`config.mk`:
```
export PLATFORM = sky130hd
export DESIGN_NAME = change_dispenser_flat
export DESIGN_NICKNAME = d
export VERILOG_FILES = /design/src/rtl/change_dispenser_pkg.sv /design/src/rtl/change_dispenser_if.sv /design/src/rtl/change_dispenser_fifo.sv /design/src/rtl/change_dispenser.sv /design/src/flat_wrapper.sv
export SDC_FILE = /design/constraint.sdc
export NUM_CORES = 1
export LEC_CHECK = 0
export BUFFER_PORTS_ARGS = -buffer_cell sky130_fd_sc_hd__buf_2
export CAP_MARGIN = 20
export CORE_MARGIN = 4
export CORE_UTILIZATION = 38
export CTS_BUF_LIST = sky130_fd_sc_hd__clkbuf_4 sky130_fd_sc_hd__clkbuf_8 sky130_fd_sc_hd__clkbuf_16
export CTS_CLUSTER_SIZE = 10
export DETAILED_ROUTE_END_ITERATION = 16
export GPL_ROUTABILITY_DRIVEN = 0
export PLACE_DENSITY = 0.63
export SYNTH_ARGS = -nofsm -noshare
export SYNTH_HDL_FRONTEND = slang
export SYNTH_SLANG_ARGS = --single-unit
```
`constraint.sdc`:
```
create_clock -name i_clk -period 6.23 [get_ports i_clk]
set_input_delay 1.246 -clock i_clk [delete_from_list [all_inputs] [get_ports i_clk]]
set_output_delay 1.246 -clock i_clk [all_outputs]
set_load 0.03 [all_outputs]
```
`src/rtl/change_dispenser_pkg.sv`:
```
// Shared vending definitions: change width, dispenser FSM states and coin values.
package vending_pkg;

    // Width of the nickel-change count carried with each vend pulse.
    localparam int CHANGE_W = 3;

    // Coin values in nickel units, shared with the vending FSM.
    localparam int NICKEL_VAL  = 1;
    localparam int DIME_VAL    = 2;
    localparam int QUARTER_VAL = 5;

    // Dispenser FSM states.
    typedef enum logic [1:0] {
        IDLE = 2'd0,
        VEND = 2'd1,
        REQ  = 2'd2,
        GAP  = 2'd3
    } disp_state_t;

    // Width of a queue occupancy count that can hold 0..depth inclusive.
    function automatic int fifo_count_w(input int depth);
        return $clog2(depth) + 1;
    endfunction

endpackage

```
`src/rtl/change_dispenser_if.sv`:
```
// Bundle of the vend-event input, the hopper handshake and the dispenser status.
interface change_dispenser_if
    import vending_pkg::*;
#(
    parameter int FIFO_DEPTH = 4
) ();

    localparam int CNT_W = fifo_count_w(FIFO_DEPTH);

    logic                i_soda;
    logic [CHANGE_W-1:0] i_change;
    logic                i_nickle_ack;
    logic                o_soda_motor;
    logic                o_nickle_req;
    logic                o_busy;
    logic [CNT_W-1:0]    o_fifo_count;
    logic                o_overflow;

    // Vending FSM / hopper side: produces vend events and acks, observes status.
    modport master (
        output i_soda,
        output i_change,
        output i_nickle_ack,
        input  o_soda_motor,
        input  o_nickle_req,
        input  o_busy,
        input  o_fifo_count,
        input  o_overflow
    );

    // Dispenser side.
    modport slave (
        input  i_soda,
        input  i_change,
        input  i_nickle_ack,
        output o_soda_motor,
        output o_nickle_req,
        output o_busy,
        output o_fifo_count,
        output o_overflow
    );

endinterface

```
`src/rtl/change_dispenser_fifo.sv`:
```
// Synchronous FIFO of pending vend events (nickel-change counts).
// A push while full is dropped unless a pop happens the same cycle.
module vend_fifo
    import vending_pkg::*;
#(
    parameter int FIFO_DEPTH = 4
) (
    input  logic                              i_clk,
    input  logic                              i_rst,
    input  logic                              push,
    input  logic                              pop,
    input  logic [CHANGE_W-1:0]               din,
    output logic [CHANGE_W-1:0]               dout,
    output logic [fifo_count_w(FIFO_DEPTH)-1:0] count,
    output logic                              full,
    output logic                              empty
);

    localparam int AW = $clog2(FIFO_DEPTH);
    localparam int CW = fifo_count_w(FIFO_DEPTH);

    logic [CHANGE_W-1:0] mem [FIFO_DEPTH];
    logic [AW-1:0]       wr_ptr;
    logic [AW-1:0]       rd_ptr;
    logic                wr_en;
    logic                rd_en;

    assign full  = (count == CW'(FIFO_DEPTH));
    assign empty = (count == '0);
    assign wr_en = push && (!full || pop);
    assign rd_en = pop && !empty;
    assign dout  = mem[rd_ptr];

    // Storage array; contents need no reset since count gates visibility.
    always_ff @(posedge i_clk) begin
        if (wr_en) begin
            mem[wr_ptr] <= din;
        end
    end

    // Pointer and occupancy bookkeeping; pointers wrap naturally (power-of-two depth).
    always_ff @(posedge i_clk) begin
        if (i_rst) begin
            wr_ptr <= '0;
            rd_ptr <= '0;
            count  <= '0;
        end else begin
            if (wr_en) begin
                wr_ptr <= wr_ptr + AW'(1);
            end
            if (rd_en) begin
                rd_ptr <= rd_ptr + AW'(1);
            end
            case ({wr_en, rd_en})
                2'b10:   count <= count + CW'(1);
                2'b01:   count <= count - CW'(1);
                default: count <= count;
            endcase
        end
    end

endmodule

```
`src/rtl/change_dispenser.sv`:
```
// Change dispenser: queues vend events, runs the soda motor for a fixed time,
// then pays the owed change one nickel at a time over a req/ack handshake.
module change_dispenser
    import vending_pkg::*;
#(
    parameter int FIFO_DEPTH   = 4,
    parameter int MOTOR_CYCLES = 8
) (
    input  logic                     i_clk,
    input  logic                     i_rst,
    change_dispenser_if.slave        bus
);

    localparam int CNT_W = fifo_count_w(FIFO_DEPTH);
    localparam int MW    = (MOTOR_CYCLES > 1) ? $clog2(MOTOR_CYCLES) : 1;
    localparam logic [MW-1:0] MOTOR_LAST = MW'(MOTOR_CYCLES - 1);

    disp_state_t         state;
    disp_state_t         state_n;
    logic [CHANGE_W-1:0] remaining;
    logic [CHANGE_W-1:0] remaining_n;
    logic [MW-1:0]       motor_cnt;
    logic [MW-1:0]       motor_cnt_n;
    logic                pop;
    logic [CHANGE_W-1:0] head;
    logic [CNT_W-1:0]    fifo_count;
    logic                fifo_full;
    logic                fifo_empty;
    logic                overflow;

    vend_fifo #(
        .FIFO_DEPTH (FIFO_DEPTH)
    ) u_fifo (
        .i_clk (i_clk),
        .i_rst (i_rst),
        .push  (bus.i_soda),
        .pop   (pop),
        .din   (bus.i_change),
        .dout  (head),
        .count (fifo_count),
        .full  (fifo_full),
        .empty (fifo_empty)
    );

    // Next-state logic: pop in IDLE, time the motor in VEND, pay nickels via REQ/GAP.
    always_comb begin
        state_n     = state;
        remaining_n = remaining;
        motor_cnt_n = motor_cnt;
        pop         = 1'b0;
        case (state)
            IDLE: begin
                if (!fifo_empty) begin
                    pop         = 1'b1;
                    remaining_n = head;
                    motor_cnt_n = '0;
                    state_n     = VEND;
                end
            end
            VEND: begin
                if (motor_cnt == MOTOR_LAST) begin
                    state_n = (remaining != '0) ? REQ : IDLE;
                end else begin
                    motor_cnt_n = motor_cnt + MW'(1);
                end
            end
            REQ: begin
                if (bus.i_nickle_ack) begin
                    remaining_n = remaining - CHANGE_W'(1);
                    state_n     = GAP;
                end
            end
            GAP: begin
                state_n = (remaining != '0) ? REQ : IDLE;
            end
            default: begin
                state_n = IDLE;
            end
        endcase
    end

    // FSM, owed-change and motor-timer registers; reset abandons any event in progress.
    always_ff @(posedge i_clk) begin
        if (i_rst) begin
            state     <= IDLE;
            remaining <= '0;
            motor_cnt <= '0;
        end else begin
            state     <= state_n;
            remaining <= remaining_n;
            motor_cnt <= motor_cnt_n;
        end
    end

    // Sticky record of any vend event lost to a full queue.
    always_ff @(posedge i_clk) begin
        if (i_rst) begin
            overflow <= 1'b0;
        end else if (bus.i_soda && fifo_full && !pop) begin
            overflow <= 1'b1;
        end
    end

    // Outputs decode registered state only.
    assign bus.o_soda_motor = (state == VEND);
    assign bus.o_nickle_req = (state == REQ);
    assign bus.o_busy       = (state != IDLE) || !fifo_empty;
    assign bus.o_fifo_count = fifo_count;
    assign bus.o_overflow   = overflow;

endmodule
```
`src/flat_wrapper.sv`:
```
// flat-port wrapper written by rule: the top's interface ports become plain ports
module change_dispenser_flat import vending_pkg::*;
#(
    parameter int FIFO_DEPTH   = 4,
    parameter int MOTOR_CYCLES = 8
)
  (i_clk, i_rst, bus_i_soda, bus_i_change, bus_i_nickle_ack, bus_o_soda_motor, bus_o_nickle_req, bus_o_busy, bus_o_fifo_count, bus_o_overflow);
  change_dispenser_if #(.FIFO_DEPTH(FIFO_DEPTH)) bus_i ();
  input  logic i_clk;
  input  logic i_rst;
  input wire logic [$bits(bus_i.i_soda)-1:0] bus_i_soda;
  input wire logic [$bits(bus_i.i_change)-1:0] bus_i_change;
  input wire logic [$bits(bus_i.i_nickle_ack)-1:0] bus_i_nickle_ack;
  output wire logic [$bits(bus_i.o_soda_motor)-1:0] bus_o_soda_motor;
  output wire logic [$bits(bus_i.o_nickle_req)-1:0] bus_o_nickle_req;
  output wire logic [$bits(bus_i.o_busy)-1:0] bus_o_busy;
  output wire logic [$bits(bus_i.o_fifo_count)-1:0] bus_o_fifo_count;
  output wire logic [$bits(bus_i.o_overflow)-1:0] bus_o_overflow;
  assign bus_i.i_soda = bus_i_soda;
  assign bus_i.i_change = bus_i_change;
  assign bus_i.i_nickle_ack = bus_i_nickle_ack;
  assign bus_o_soda_motor = bus_i.o_soda_motor;
  assign bus_o_nickle_req = bus_i.o_nickle_req;
  assign bus_o_busy = bus_i.o_busy;
  assign bus_o_fifo_count = bus_i.o_fifo_count;
  assign bus_o_overflow = bus_i.o_overflow;
  change_dispenser #(.FIFO_DEPTH(FIFO_DEPTH), .MOTOR_CYCLES(MOTOR_CYCLES)) u_core (.i_clk(i_clk), .i_rst(i_rst), .bus(bus_i));
endmodule
```
==> metrics.txt, run 1 <==
# TYPE chip_impl_metric gauge
chip_impl_metric{name="hold-path-cell-count",unit=""} 2
chip_impl_metric{name="drc",unit=""} 0
chip_impl_metric{name="synth.yosys.seq_area_share",unit=""} 0.538
chip_impl_info{name="endpoint_with_the_worst_hold_slack",value="u_core.motor_cnt[1]$_SDFFE_PP0P_"} 1
chip_impl_info{name="cp_cell_sequence",value="buf_2 > a21boi_2 > inv_2 > ha_1 > inv_1 > fa_1 > xor2_1 > or3_1 > a21oi_1"} 1
chip_impl_metric{name="max_slew.worst_pin.slew",unit="ns"} 0.315
chip_impl_metric{name="final_hold_viol_count",unit=""} 0
chip_impl_metric{name="grt_start_max_net_pins",unit=""} 18
chip_impl_metric{name="drt-initial-drc-count",unit=""} 58
chip_impl_metric{name="final_min_period_over_clock_period",unit=""} 0.415
chip_impl_metric{name="grt_usage",unit=""} 0.123
chip_impl_metric{name="synth_nets",unit=""} 137
chip_impl_metric{name="finish.instance_area",unit="µm²"} 1560
chip_impl_metric{name="clock_power_share",unit=""} 0.258
chip_impl_metric{name="max-vdd-ir-drop",unit="mV"} 0.178
chip_impl_info{name="rsz0062_at_grt",value="false"} 1
chip_impl_metric{name="hpwl",unit="µm"} 1740
chip_impl_metric{name="power.share.combinational",unit=""} 0.363
chip_impl_metric{name="reg2regPathDepth",unit=""} 10
chip_impl_metric{name="preCtsSetupSlack",unit="ns"} 3.30
chip_impl_info{name="mostFrequentLayoutCell",value="dfxtp_1"} 1
chip_impl_metric{name="nets",unit=""} 155
chip_impl_metric{name="worst_ep_arrival_time",unit="ns"} 2.84
chip_impl_info{name="synthDominantAreaCellType",value="dfxtp_1"} 1
chip_impl_metric{name="rows",unit=""} 21
chip_impl_metric{name="globalRouteMet3Util",unit=""} 0.0449
chip_impl_metric{name="drt_pre_antenna_iters",unit=""} 4
chip_impl_metric{name="power_frac_seq",unit=""} 0.379
chip_impl_metric{name="worstPathRequired",unit="ns"} 6.49
chip_impl_metric{name="period_needed",unit="ns"} 2.58
chip_impl_metric{name="multi_input_comb_area",unit="µm²"} 569
chip_impl_metric{name="cts_made_buffers",unit=""} 5
chip_impl_metric{name="area_taken_by_flip_flops_and_latches",unit="µm²"} 721
chip_impl_metric{name="max-cap-violations",unit=""} 0
chip_impl_info{name="yosys-top-cells-area",value="dfxtp_1 (27%), edfxtp_1 (27%), ha_1 (8.4%)"} 1
chip_impl_metric{name="crit_path_max_fanout",unit=""} 5
chip_impl_metric{name="achievable-frequency",unit="MHz"} 387
chip_impl_info{name="clock-root-buffer",value="clkbuf_4"} 1
chip_impl_info{name="layout_common_cells",value="dfxtp_1 (18), nor2_1 (13), buf_2 (13)"} 1
chip_impl_metric{name="power.net_switching",unit="W"} 0.000269
chip_impl_metric{name="max-slew-margin-rel",unit=""} 0.789
chip_impl_metric{name="antenna_diode_count",unit=""} 0
chip_impl_metric{name="final.setup.worst_slack",unit="ns"} 3.65
chip_impl_metric{name="post_route_cells_drive_above_1_share",unit=""} 0.209
chip_impl_metric{name="ios",unit=""} 14
chip_impl_info{name="grt_busiest_layer",value="met2"} 1
chip_impl_metric{name="dpl-instance-area",unit="µm²"} 1450
chip_impl_metric{name="synthesis.yosys.warnings",unit=""} 0
chip_impl_metric{name="grt.met1_usage",unit=""} 0.145
chip_impl_metric{name="dr_total_vias",unit=""} 876
chip_impl_info{name="cp_max_delay_cell",value="fa_1"} 1
chip_impl_metric{name="grt_total_ovfl",unit=""} 0
chip_impl_metric{name="met2_usage_in_global_routing",unit=""} 0.199
chip_impl_info{name="worstSetupStartpointType",value="primary input"} 1
chip_impl_metric{name="placed_cells_incl_taps",unit=""} 177
chip_impl_metric{name="cts-resized-gates",unit=""} 0
chip_impl_metric{name="syn_to_final_growth",unit="%"} 16.2
chip_impl_metric{name="floorplan.die_area",unit="µm²"} 4540
chip_impl_metric{name="antenna_found_initial",unit=""} 0
chip_impl_metric{name="synth_largest_type_area_fraction",unit=""} 0.269
chip_impl_metric{name="clock_latency",unit="ns"} 0.32
chip_impl_metric{name="cts_max_level",unit=""} 2
chip_impl_info{name="cp-end-kind",value="flop"} 1
chip_impl_metric{name="first_global_vias",unit=""} 902
chip_impl_metric{name="synth_area",unit="µm²"} 1340
chip_impl_metric{name="post_layout_nonfiller_instances",unit=""} 185
chip_impl_metric{name="worst_path_largest_cell_delay",unit="ns"} 0.37
chip_impl_metric{name="p_leak",unit="nW"} 0.618
chip_impl_metric{name="syn_inst",unit=""} 120
chip_impl_metric{name="fp.coreArea",unit="µm²"} 3360
chip_impl_metric{name="power_per_cell_area",unit="nW/µm²"} 476
chip_impl_metric{name="hold_ws",unit="ns"} 0.482
chip_impl_metric{name="final.fill_count",unit=""} 342
chip_impl_metric{name="power.internal",unit="W"} 0.000471
chip_impl_info{name="status",value="complete, no violations"} 1
chip_impl_info{name="hold_path_startpoint",value="u_core.motor_cnt[1]$_SDFFE_PP0P_"} 1
chip_impl_info{name="timing.setup.critical_path_class",value="primary input to flop"} 1
chip_impl_metric{name="route.antenna.remaining_nets",unit=""} 0
chip_impl_metric{name="numClockSinks",unit=""} 30
chip_impl_info{name="rr_endpoint",value="u_core.u_fifo.count[2]$_SDFFE_PP0P_"} 1
chip_impl_metric{name="clkTransAtPathRegs",unit="ns"} 0.09
chip_impl_metric{name="regToRegSetupSlack",unit="ns"} 3.84
chip_impl_metric{name="vias_per_cell",unit=""} 4.74
chip_impl_metric{name="syn_area_cell",unit="µm²"} 11.2
chip_impl_info{name="holdCritPathClass",value="flop to flop"} 1
chip_impl_metric{name="switching_share",unit=""} 0.363
chip_impl_metric{name="routedWlPerCell",unit="µm"} 12.7
chip_impl_metric{name="placement.io_buffers",unit=""} 13
chip_impl_metric{name="routed_wl",unit="µm"} 2360
chip_impl_metric{name="setup_viol_count_final",unit=""} 0
chip_impl_info{name="cts_tree",value="built"} 1
chip_impl_metric{name="fin_skew",unit="ns"} 0.00482
chip_impl_metric{name="floorplan.initialDensity",unit=""} 0.398
chip_impl_metric{name="maxSlewViolCount",unit=""} 0
chip_impl_metric{name="clock_path_buffers",unit=""} 2
chip_impl_metric{name="cts_setup_buffers",unit=""} 0
chip_impl_metric{name="dieWidth",unit="µm"} 67.4
chip_impl_metric{name="cts_hold_buffers",unit=""} 0
chip_impl_metric{name="setup_total_negative_slack",unit="ns"} 0
chip_impl_metric{name="grt_pass1_wl",unit="µm"} 4020
chip_impl_metric{name="postSynthRegisterBits",unit=""} 30
chip_impl_metric{name="synthDistinctLibCells",unit=""} 30
chip_impl_metric{name="die_h",unit="µm"} 67.4
how the worst max path moves through the flow:
stage                                            start                                  end  slack [ns]
after floorplan                             bus_i_soda  u_core.u_fifo.count[2]$_SDFFE_PP0P_        3.51
after global placement                      bus_i_soda  u_core.u_fifo.count[2]$_SDFFE_PP0P_        3.39
after detailed placement                    bus_i_soda  u_core.u_fifo.count[2]$_SDFFE_PP0P_        3.30
after CTS                 u_core.state[0]$_SDFFE_PP0P_                           bus_o_busy        3.64
after global routing      u_core.state[0]$_SDFFE_PP0P_                           bus_o_busy        3.54
final                                       bus_i_soda  u_core.u_fifo.count[2]$_SDFFE_PP0P_        3.65
per-layer routing:
metal,vias to the layer above,wire [µm]
li1,449,-
met5,-,0
met3,4,104
met1,409,1070
met2,14,1150
met4,0,37
Yosys cell counts:
library cell / count
a211o_1: 2
a21boi_2: 1
a21oi_1: 7
a21oi_2: 1
a221oi_1: 1
a311oi_1: 1
a31oi_1: 2
and2_1: 4
clkbuf_1: 2
dfxtp_1: 18
edfxtp_1: 12
fa_1: 1
ha_1: 9
inv_1: 9
inv_2: 2
mux2i_1: 1
mux4_2: 3
nand2_1: 7
nand2_2: 1
nand2b_1: 2
nand3_1: 4
nor2_1: 13
nor2b_1: 4
nor3_1: 2
nor3_2: 1
nor4_1: 1
o21ai_0: 2
or3_1: 2
xnor2_1: 2
xor2_1: 3
metrics by stage:
| stage | util | total power, W |
|---|---|---|
| floorplan | - | 0.000489 |
| global placement | 0.432 | 0.000546 |
| detailed placement | 0.432 | 0.000555 |
| CTS | 0.462 | 0.000750 |
| global route | 0.462 | 0.000796 |
| finish | 0.462 | 0.000740 |
cell families (layout without fill, tap and decap cells):
logic type | after synthesis | after routing | share of synthesized area
xor gates and xnor gates | 5 | 5 | 0.0327
muxes | 4 | 4 | 0.0579
AOI/OAI and AO/OA | 17 | 17 | 0.0841
buffers and inverters | 13 | 32 | 0.0365
DFF | 30 | 30 | 0.538
and+or+nand+nor | 41 | 41 | 0.151
adders and majority gates | 10 | 10 | 0.0991
worst max-delay path, delay by kind of cell:
family,cells,cell delay [ns]
xor gates and xnor gates,1,0.15
buffers and inverters,3,0.26
AOI/OAI and AO/OA,2,0.32
and+or+nand+nor,1,0.30
adders and majority gates,2,0.55
layout make-up:
class | instances | share of cell area
clock buffers | 5 | 0.0241
clock inverters | 3 | 0.0410
inverters | 11 | 0.0265
multi-input cells | 77 | 0.366
flip-flops and latches | 30 | 0.463
well taps | 46 | 0.0370
repair buffers | 13 | 0.0418
sequential cells by signal (all words and copies together), names as in the netlist, named ones only:
name / flops
u_core.u_fifo.mem: 12
u_core.motor_cnt: 3
u_core.remaining: 3
u_core.u_fifo.count: 3
u_core.u_fifo.rd_ptr: 2
u_core.u_fifo.wr_ptr: 2
u_core.bus.o_overflow: 1
u_core.state: 1
power by group through the flow:
stage	Sequential [W]	Combinational [W]	Clock (W)
6_report	0.000281	0.000269	0.000191
4_1_cts	0.000281	0.000272	0.000198
3_3_place_gp	0.000283	0.000263	0
5_1_grt	0.000285	0.000305	0.000206
2_1_floorplan	0.000294	0.000196	0
3_5_place_dp	0.000285	0.000270	0
No activity file was read; power rests on OpenSTA's default activity.
==> run 2: changes to the inputs <==
--- a/config.mk
+++ b/config.mk
@@ -13,7 +13,7 @@
 export CTS_CLUSTER_SIZE = 10
 export DETAILED_ROUTE_END_ITERATION = 16
 export GPL_ROUTABILITY_DRIVEN = 0
-export PLACE_DENSITY = 0.63
+export PLACE_DENSITY = 0.65
 export SYNTH_ARGS = -nofsm -noshare
 export SYNTH_HDL_FRONTEND = slang
 export SYNTH_SLANG_ARGS = --single-unit
==> constraint.sdc (replaced) <==
create_clock -name i_clk -period 2.2 [get_ports i_clk]
set_input_delay 0.44 -clock i_clk [delete_from_list [all_inputs] [get_ports i_clk]]
set_output_delay 0.44 -clock i_clk [all_outputs]
set_load 0.03 [all_outputs]
==> metrics.txt, run 2 (same netlist as run 1, synthesis figures left out) <==
# TYPE chip_impl_metric gauge
chip_impl_info{name="critical-path-top-delay-family",value="simple AND/OR/NAND/NOR gates"} 1
chip_impl_metric{name="syn_to_final_growth",unit="%"} 16.8
chip_impl_metric{name="vias_per_cell",unit=""} 4.72
chip_impl_metric{name="worstPathRequired",unit="ns"} 2.48
chip_impl_metric{name="floorplan.initialDensity",unit=""} 0.398
chip_impl_metric{name="die_h",unit="µm"} 67.4
chip_impl_info{name="clock-root-buffer",value="clkbuf_4"} 1
chip_impl_metric{name="fin_skew",unit="ns"} 0.00763
chip_impl_metric{name="clock_path_buffers",unit=""} 2
chip_impl_metric{name="nets",unit=""} 160
chip_impl_metric{name="max-slew-margin-rel",unit=""} 0.781
chip_impl_metric{name="hpwl",unit="µm"} 1720
chip_impl_metric{name="fp.coreArea",unit="µm²"} 3360
chip_impl_metric{name="final_hold_viol_count",unit=""} 0
chip_impl_metric{name="dieWidth",unit="µm"} 67.4
chip_impl_metric{name="cts_hold_buffers",unit=""} 0
chip_impl_metric{name="grt_pass1_wl",unit="µm"} 4060
chip_impl_metric{name="met2WireLength",unit="µm"} 1080
chip_impl_info{name="holdCritPathClass",value="primary input to flop"} 1
chip_impl_metric{name="period_needed",unit="ns"} 2.07
chip_impl_info{name="mostFrequentLayoutCell",value="dfxtp_1"} 1
chip_impl_metric{name="clkTransAtPathRegs",unit="ns"} 0.10
chip_impl_metric{name="dpl-instance-area",unit="µm²"} 1480
chip_impl_metric{name="achievable-frequency",unit="MHz"} 483
chip_impl_info{name="rsz0062_at_grt",value="false"} 1
chip_impl_metric{name="maxSlewViolCount",unit=""} 0
chip_impl_metric{name="clock_latency",unit="ns"} 0.33
chip_impl_info{name="cp_max_delay_cell",value="fa_1"} 1
chip_impl_info{name="top_layer",value="met4"} 1
chip_impl_metric{name="p_leak",unit="nW"} 0.617
chip_impl_info{name="cts_tree",value="built"} 1
chip_impl_metric{name="finish.instance_area",unit="µm²"} 1560
chip_impl_metric{name="floorplan.die_area",unit="µm²"} 4540
chip_impl_metric{name="worstPathBufferInverterCount",unit=""} 2
chip_impl_metric{name="rows",unit=""} 21
chip_impl_metric{name="drc",unit=""} 0
chip_impl_info{name="cp-end-kind",value="flop"} 1
chip_impl_metric{name="grt_start_max_net_pins",unit=""} 18
chip_impl_metric{name="max-cap-violations",unit=""} 0
chip_impl_metric{name="post_route_cells_drive_above_1_share",unit=""} 0.271
chip_impl_metric{name="cts_max_level",unit=""} 2
chip_impl_metric{name="grt_total_ovfl",unit=""} 0
chip_impl_metric{name="worst_path_largest_cell_delay",unit="ns"} 0.37
chip_impl_metric{name="crit_path_max_fanout",unit=""} 4
chip_impl_metric{name="routed_wl",unit="µm"} 2390
chip_impl_metric{name="preCtsSetupSlack",unit="ns"} 0.0762
chip_impl_metric{name="hold_ws",unit="ns"} 0.312
chip_impl_metric{name="cts_made_buffers",unit=""} 5
chip_impl_metric{name="setup_viol_count_final",unit=""} 0
chip_impl_metric{name="setup_total_negative_slack",unit="ns"} 0
chip_impl_metric{name="max_slew.worst_pin.slew",unit="ns"} 0.329
chip_impl_metric{name="dr_total_vias",unit=""} 896
chip_impl_metric{name="antenna_diode_count",unit=""} 0
chip_impl_metric{name="routedWlPerCell",unit="µm"} 12.6
chip_impl_metric{name="numClockSinks",unit=""} 30
chip_impl_metric{name="ios",unit=""} 14
chip_impl_info{name="largest_register",value="u_core.u_fifo.mem"} 1
chip_impl_metric{name="final.setup.worst_slack",unit="ns"} 0.130
chip_impl_metric{name="first_global_vias",unit=""} 903
chip_impl_info{name="status",value="complete, no violations"} 1
chip_impl_info{name="layout_common_cells",value="dfxtp_1 (15), buf_2 (13), nor2_1 (12), edfxtp_1 (12), inv_1 (9)"} 1
chip_impl_info{name="cp_cell_sequence",value="nor2_2 > nor3_2 > a21boi_2 > inv_2 > ha_4 > inv_1 > fa_1 > xor2_1 > or3_1 > a21oi_1"} 1
chip_impl_info{name="worstSetupStartpointType",value="flop"} 1
chip_impl_metric{name="antenna_found_initial",unit=""} 0
chip_impl_metric{name="placement.io_buffers",unit=""} 13
chip_impl_metric{name="route.antenna.remaining_nets",unit=""} 0
chip_impl_metric{name="final_min_period_over_clock_period",unit=""} 0.941
chip_impl_metric{name="drt_pre_antenna_iters",unit=""} 4
chip_impl_metric{name="route.layer.met1.wl",unit="µm"} 1130
chip_impl_metric{name="power_per_cell_area",unit="nW/µm²"} 1240
chip_impl_metric{name="routed-wl-met3",unit="µm"} 120
chip_impl_metric{name="worst_ep_arrival_time",unit="ns"} 2.35
chip_impl_metric{name="max-vdd-ir-drop",unit="mV"} 0.427
chip_impl_metric{name="flip_flop_count_of_the_largest_register_all_copies_and_words_added",unit=""} 12
chip_impl_metric{name="grt_usage",unit=""} 0.126
chip_impl_info{name="timing.setup.critical_path_class",value="flop to flop"} 1
chip_impl_metric{name="drt-initial-drc-count",unit=""} 41
run 2: cell count changes in the layout (fill, tap and decap cells not counted), sizes merged:
cell	before	now
buf	13	18
bufinv	2	0
clkinv	1	2
clkinvlp	0	1
run 2: path summary, 6_finish.rpt:
path | start | end | slack [ns] | depth (start not counted)
max | flop | u_core.u_fifo.count[2]$_SDFFE_PP0P_ | 0.13 | 10
min | bus_i_change[0] | u_core.u_fifo.mem[3][0]$_DFFE_PP_ | 0.31 | 1
max reg2reg | flop | u_core.u_fifo.count[2]$_SDFFE_PP0P_ | 0.13 | 10
min reg2reg | u_core.bus.o_overflow$_SDFFE_PP0P_ | u_core.bus.o_overflow$_SDFFE_PP0P_ | 0.48 | 2
run 2: layout make-up:
| cell class | count | area [µm²] |
|---|---|---|
| fillers | 347 | 1800 |
| well taps | 46 | 57.6 |
| clock inverters | 3 | 16.3 |
| inverters | 11 | 41.3 |
| clock buffers | 5 | 37.5 |
| repair buffers | 18 | 103 |
| multi-input cells | 77 | 584 |
| flip-flops and latches | 30 | 724 |
run 2: worst register-to-register path: cells and delay by family (launching register included):
| kind | cells | cell delay [ns] |
|---|---|---|
| XOR/XNOR | 1 | 0.16 |
| adder cells (fa/ha/maj) | 2 | 0.51 |
| flip-flops | 1 | 0.35 |
| buffers and inverters | 2 | 0.13 |
| AND/OR/NAND/NOR | 3 | 0.62 |
| AO/OA/AOI/OAI | 2 | 0.23 |
run 2: timing repair:
action                                  4_1_cts  5_1_grt
gates resized for setup                       0        6
endpoints found under the setup margin        0        1
hold endpoints to repair                      0        0
buffers inserted                              0        2
run 2: routing by layer:
| layer | up-vias | track usage |
|---|---|---|
| met3 | 5 | 0.0566 |
| met5 | - | 0 |
| met2 | 16 | 0.188 |
| li1 | 459 | - |
| met4 | 0 | 0.0608 |
| met1 | 416 | 0.156 |
run 2: stage by stage:
step	util	std cells	total power [W]
final	0.465	190	0.00195
after global routing	0.465	190	0.00211
after CTS	0.455	188	0.00193
after detailed placement	0.439	180	0.00160
after global placement	0.439	180	0.00158
after floorplan	-	120	0.00139
run 2: where the power goes:
group | leakage, nW | total, W | switching, W | internal (W)
Sequential | 0.259 | 0.000779 | 0.0000872 | 0.000691
Clock | 0.0286 | 0.000318 | 0.000199 | 0.000119
Combinational | 0.330 | 0.000850 | 0.000501 | 0.000349
==> run 3: changes to the inputs <==
--- a/config.mk
+++ b/config.mk
@@ -7,13 +7,15 @@
 export LEC_CHECK = 0
 export BUFFER_PORTS_ARGS = -buffer_cell sky130_fd_sc_hd__buf_2
 export CAP_MARGIN = 20
+export CELL_PAD_IN_SITES_DETAIL_PLACEMENT = 0
+export CELL_PAD_IN_SITES_GLOBAL_PLACEMENT = 1
 export CORE_MARGIN = 4
 export CORE_UTILIZATION = 38
 export CTS_BUF_LIST = sky130_fd_sc_hd__clkbuf_4 sky130_fd_sc_hd__clkbuf_8 sky130_fd_sc_hd__clkbuf_16
 export CTS_CLUSTER_SIZE = 10
 export DETAILED_ROUTE_END_ITERATION = 16
 export GPL_ROUTABILITY_DRIVEN = 0
-export PLACE_DENSITY = 0.65
+export PLACE_DENSITY = 0.76
 export SYNTH_ARGS = -nofsm -noshare
 export SYNTH_HDL_FRONTEND = slang
 export SYNTH_SLANG_ARGS = --single-unit
==> metrics.txt, run 3 (same netlist as run 1, synthesis figures left out) <==
# TYPE chip_impl_metric gauge
chip_impl_metric{name="clock_path_buffers",unit=""} 2
chip_impl_metric{name="reg2regPathDepth",unit=""} 9
chip_impl_metric{name="fp.coreArea",unit="µm²"} 3360
chip_impl_metric{name="setup_viol_count_final",unit=""} 0
chip_impl_metric{name="final_min_period_over_clock_period",unit=""} 0.942
chip_impl_metric{name="final.fill_count",unit=""} 333
chip_impl_metric{name="clock_latency",unit="ns"} 0.32
chip_impl_metric{name="routedWlPerCell",unit="µm"} 12.5
chip_impl_metric{name="hold-path-cell-count",unit=""} 1
chip_impl_info{name="timing.setup.critical_path_class",value="flop to flop"} 1
chip_impl_metric{name="max_slew.worst_pin.slew",unit="ns"} 0.343
chip_impl_metric{name="design_power_total",unit="W"} 0.00220
chip_impl_metric{name="floorplan.initialDensity",unit=""} 0.398
chip_impl_metric{name="critical_path_cell_count",unit=""} 9
chip_impl_info{name="status",value="complete, no violations"} 1
chip_impl_metric{name="grt_usage",unit=""} 0.118
chip_impl_metric{name="clkTransAtPathRegs",unit="ns"} 0.10
chip_impl_metric{name="max-cap-violations",unit=""} 0
chip_impl_metric{name="p_leak",unit="nW"} 0.645
chip_impl_metric{name="final_hold_viol_count",unit=""} 0
chip_impl_metric{name="worstPathRequired",unit="ns"} 2.46
chip_impl_metric{name="antenna_diode_count",unit=""} 0
chip_impl_info{name="critical-path-top-delay-family",value="simple AND/OR/NAND/NOR gates"} 1
chip_impl_metric{name="cts_made_buffers",unit=""} 5
chip_impl_metric{name="end_of_flow_core_utilization",unit=""} 0.484
chip_impl_metric{name="worst_path_largest_cell_delay",unit="ns"} 0.45
chip_impl_metric{name="worst_ep_arrival_time",unit="ns"} 2.33
chip_impl_info{name="rr_startpoint",value="u_core.u_fifo.count[1]$_SDFFE_PP0P_"} 1
chip_impl_metric{name="max-slew-margin-rel",unit=""} 0.771
chip_impl_info{name="cp_cell_sequence",value="or3_1 > nand2_2 > inv_2 > ha_4 > inv_1 > fa_2 > xor2_1 > or3_1 > a21oi_2"} 1
chip_impl_metric{name="multi_input_comb_area",unit="µm²"} 602
chip_impl_metric{name="vias_per_cell",unit=""} 4.80
chip_impl_metric{name="hold_ws",unit="ns"} 0.327
chip_impl_metric{name="die_h",unit="µm"} 67.4
chip_impl_metric{name="dieWidth",unit="µm"} 67.4
chip_impl_info{name="worstSetupStartpointType",value="flop"} 1
chip_impl_info{name="critical_path.most_common_cell",value="or3_1"} 1
chip_impl_info{name="holdCritPathClass",value="primary input to flop"} 1
chip_impl_metric{name="drt-initial-drc-count",unit=""} 41
chip_impl_metric{name="grt_total_ovfl",unit=""} 0
chip_impl_info{name="endpoint_with_the_worst_hold_slack",value="u_core.u_fifo.mem[3][0]$_DFFE_PP_"} 1
chip_impl_metric{name="maxSlewViolCount",unit=""} 0
chip_impl_info{name="cp-end-kind",value="flop"} 1
chip_impl_metric{name="placement.io_buffers",unit=""} 13
chip_impl_metric{name="fin_skew",unit="ns"} 0.00547
chip_impl_metric{name="grt_pass1_wl",unit="µm"} 3820
chip_impl_metric{name="first_global_vias",unit=""} 884
chip_impl_info{name="largest_register",value="u_core.u_fifo.mem"} 1
chip_impl_info{name="cp_max_delay_cell",value="dfxtp_1"} 1
chip_impl_metric{name="route.antenna.remaining_nets",unit=""} 0
chip_impl_metric{name="achievable-frequency",unit="MHz"} 483
chip_impl_metric{name="rows",unit=""} 21
chip_impl_info{name="hold_path_startpoint",value="bus_i_change[0]"} 1
chip_impl_metric{name="floorplan.die_area",unit="µm²"} 4540
chip_impl_info{name="rr_endpoint",value="u_core.u_fifo.count[2]$_SDFFE_PP0P_"} 1
chip_impl_info{name="clock-root-buffer",value="clkbuf_4"} 1
chip_impl_metric{name="power_per_cell_area",unit="nW/µm²"} 1350
chip_impl_metric{name="area_taken_by_flip_flops_and_latches",unit="µm²"} 724
chip_impl_metric{name="antenna_found_initial",unit=""} 0
chip_impl_metric{name="crit_path_max_fanout",unit=""} 6
chip_impl_metric{name="drc",unit=""} 0
chip_impl_info{name="layout_common_cells",value="dfxtp_1 (15), buf_2 (13), nor2_1 (12), edfxtp_1 (12), inv_1 (9)"} 1
chip_impl_metric{name="period_needed",unit="ns"} 2.07
chip_impl_metric{name="cts_max_level",unit=""} 2
chip_impl_metric{name="drt_pre_antenna_iters",unit=""} 4
chip_impl_metric{name="hpwl",unit="µm"} 1780
chip_impl_metric{name="nets",unit=""} 160
chip_impl_metric{name="grt_start_max_net_pins",unit=""} 18
chip_impl_metric{name="max-vdd-ir-drop",unit="mV"} 0.701
chip_impl_metric{name="ios",unit=""} 14
chip_impl_metric{name="cts_hold_buffers",unit=""} 0
chip_impl_metric{name="post_route_cells_drive_above_1_share",unit=""} 0.285
chip_impl_metric{name="routed_wl",unit="µm"} 2370
chip_impl_metric{name="numClockSinks",unit=""} 30
chip_impl_info{name="cts_tree",value="built"} 1
chip_impl_metric{name="dr_total_vias",unit=""} 912
chip_impl_metric{name="worstPathBufferInverterCount",unit=""} 2
chip_impl_metric{name="flip_flop_count_of_the_largest_register_all_copies_and_words_added",unit=""} 12
chip_impl_info{name="mostFrequentLayoutCell",value="dfxtp_1"} 1
chip_impl_metric{name="regToRegSetupSlack",unit="ns"} 0.13
chip_impl_metric{name="syn_to_final_growth",unit="%"} 21.7
[run 3: per-layer routing]
| layer | up-vias | track usage | wire (µm) |
|---|---|---|---|
| li1 | 461 | - | - |
| met3 | 6 | 0.0399 | 97 |
| met5 | - | 0 | 0 |
| met2 | 11 | 0.205 | 1160 |
| met4 | 0 | 0.0608 | 51 |
| met1 | 434 | 0.128 | 1060 |
[run 3: worst register-to-register path: cells and delay by family, from the launching register on]
kind	cells	cell delay [ns]
and+or+nand+nor	3	0.63
adders and majority gates	2	0.48
DFF	1	0.45
buffers and inverters	2	0.18
xor gates and xnor gates	1	0.16
AOI/OAI and AO/OA	1	0.12
[run 3: worst max path at each step]
| stage | start | to | slack [ns] |
|---|---|---|---|
| 2_1_floorplan | u_core.u_fifo.count[0]$_SDFFE_PP0P_ | u_core.u_fifo.count[2]$_SDFFE_PP0P_ | 0.06 |
| 3_3_place_gp | u_core.state[0]$_SDFFE_PP0P_ | u_core.u_fifo.count[2]$_SDFFE_PP0P_ | 0.12 |
| 3_5_place_dp | u_core.state[0]$_SDFFE_PP0P_ | u_core.u_fifo.count[2]$_SDFFE_PP0P_ | 0.09 |
| 4_1_cts | u_core.state[0]$_SDFFE_PP0P_ | u_core.u_fifo.count[2]$_SDFFE_PP0P_ | 0.05 |
| 5_1_grt | u_core.u_fifo.count[1]$_SDFFE_PP0P_ | u_core.u_fifo.count[2]$_SDFFE_PP0P_ | -0.02 |
| 6_report | u_core.u_fifo.count[1]$_SDFFE_PP0P_ | u_core.u_fifo.count[2]$_SDFFE_PP0P_ | 0.13 |
[run 3: through the flow]
step / worst slack, ns / setup TNS (ns) / area (µm²) / std cells
global route: -0.0169 / -0.0169 / 1630 / 190
floorplan: 0.0565 / 0 / 1340 / 120
finish: 0.128 / 0 / 1630 / 190
detailed placement: 0.0943 / 0 / 1480 / 180
CTS: 0.0508 / 0 / 1580 / 188
global placement: 0.124 / 0 / 1480 / 180
[run 3: layout make-up]
class                   instances  share of cell area
clock buffers                   5              0.0230
clock inverters                 3              0.0392
inverters                      11              0.0253
multi-input cells              77               0.369
flip-flops and latches         30               0.445
well taps                      46              0.0353
repair buffers                 18              0.0630
[run 3: power breakdown]
part / total, W / switching [W] / internal, W
clock: 0.000538 / 0.000188 / 0.000350
combinational: 0.000883 / 0.000520 / 0.000363
sequential: 0.000782 / 0.0000909 / 0.000692
total: 0.00220 / 0.000799 / 0.00141
[run 3: repair_timing]
action,CTS,global route
gates resized for setup,0,10
setup endpoints to repair,0,1
buffers inserted,0,2
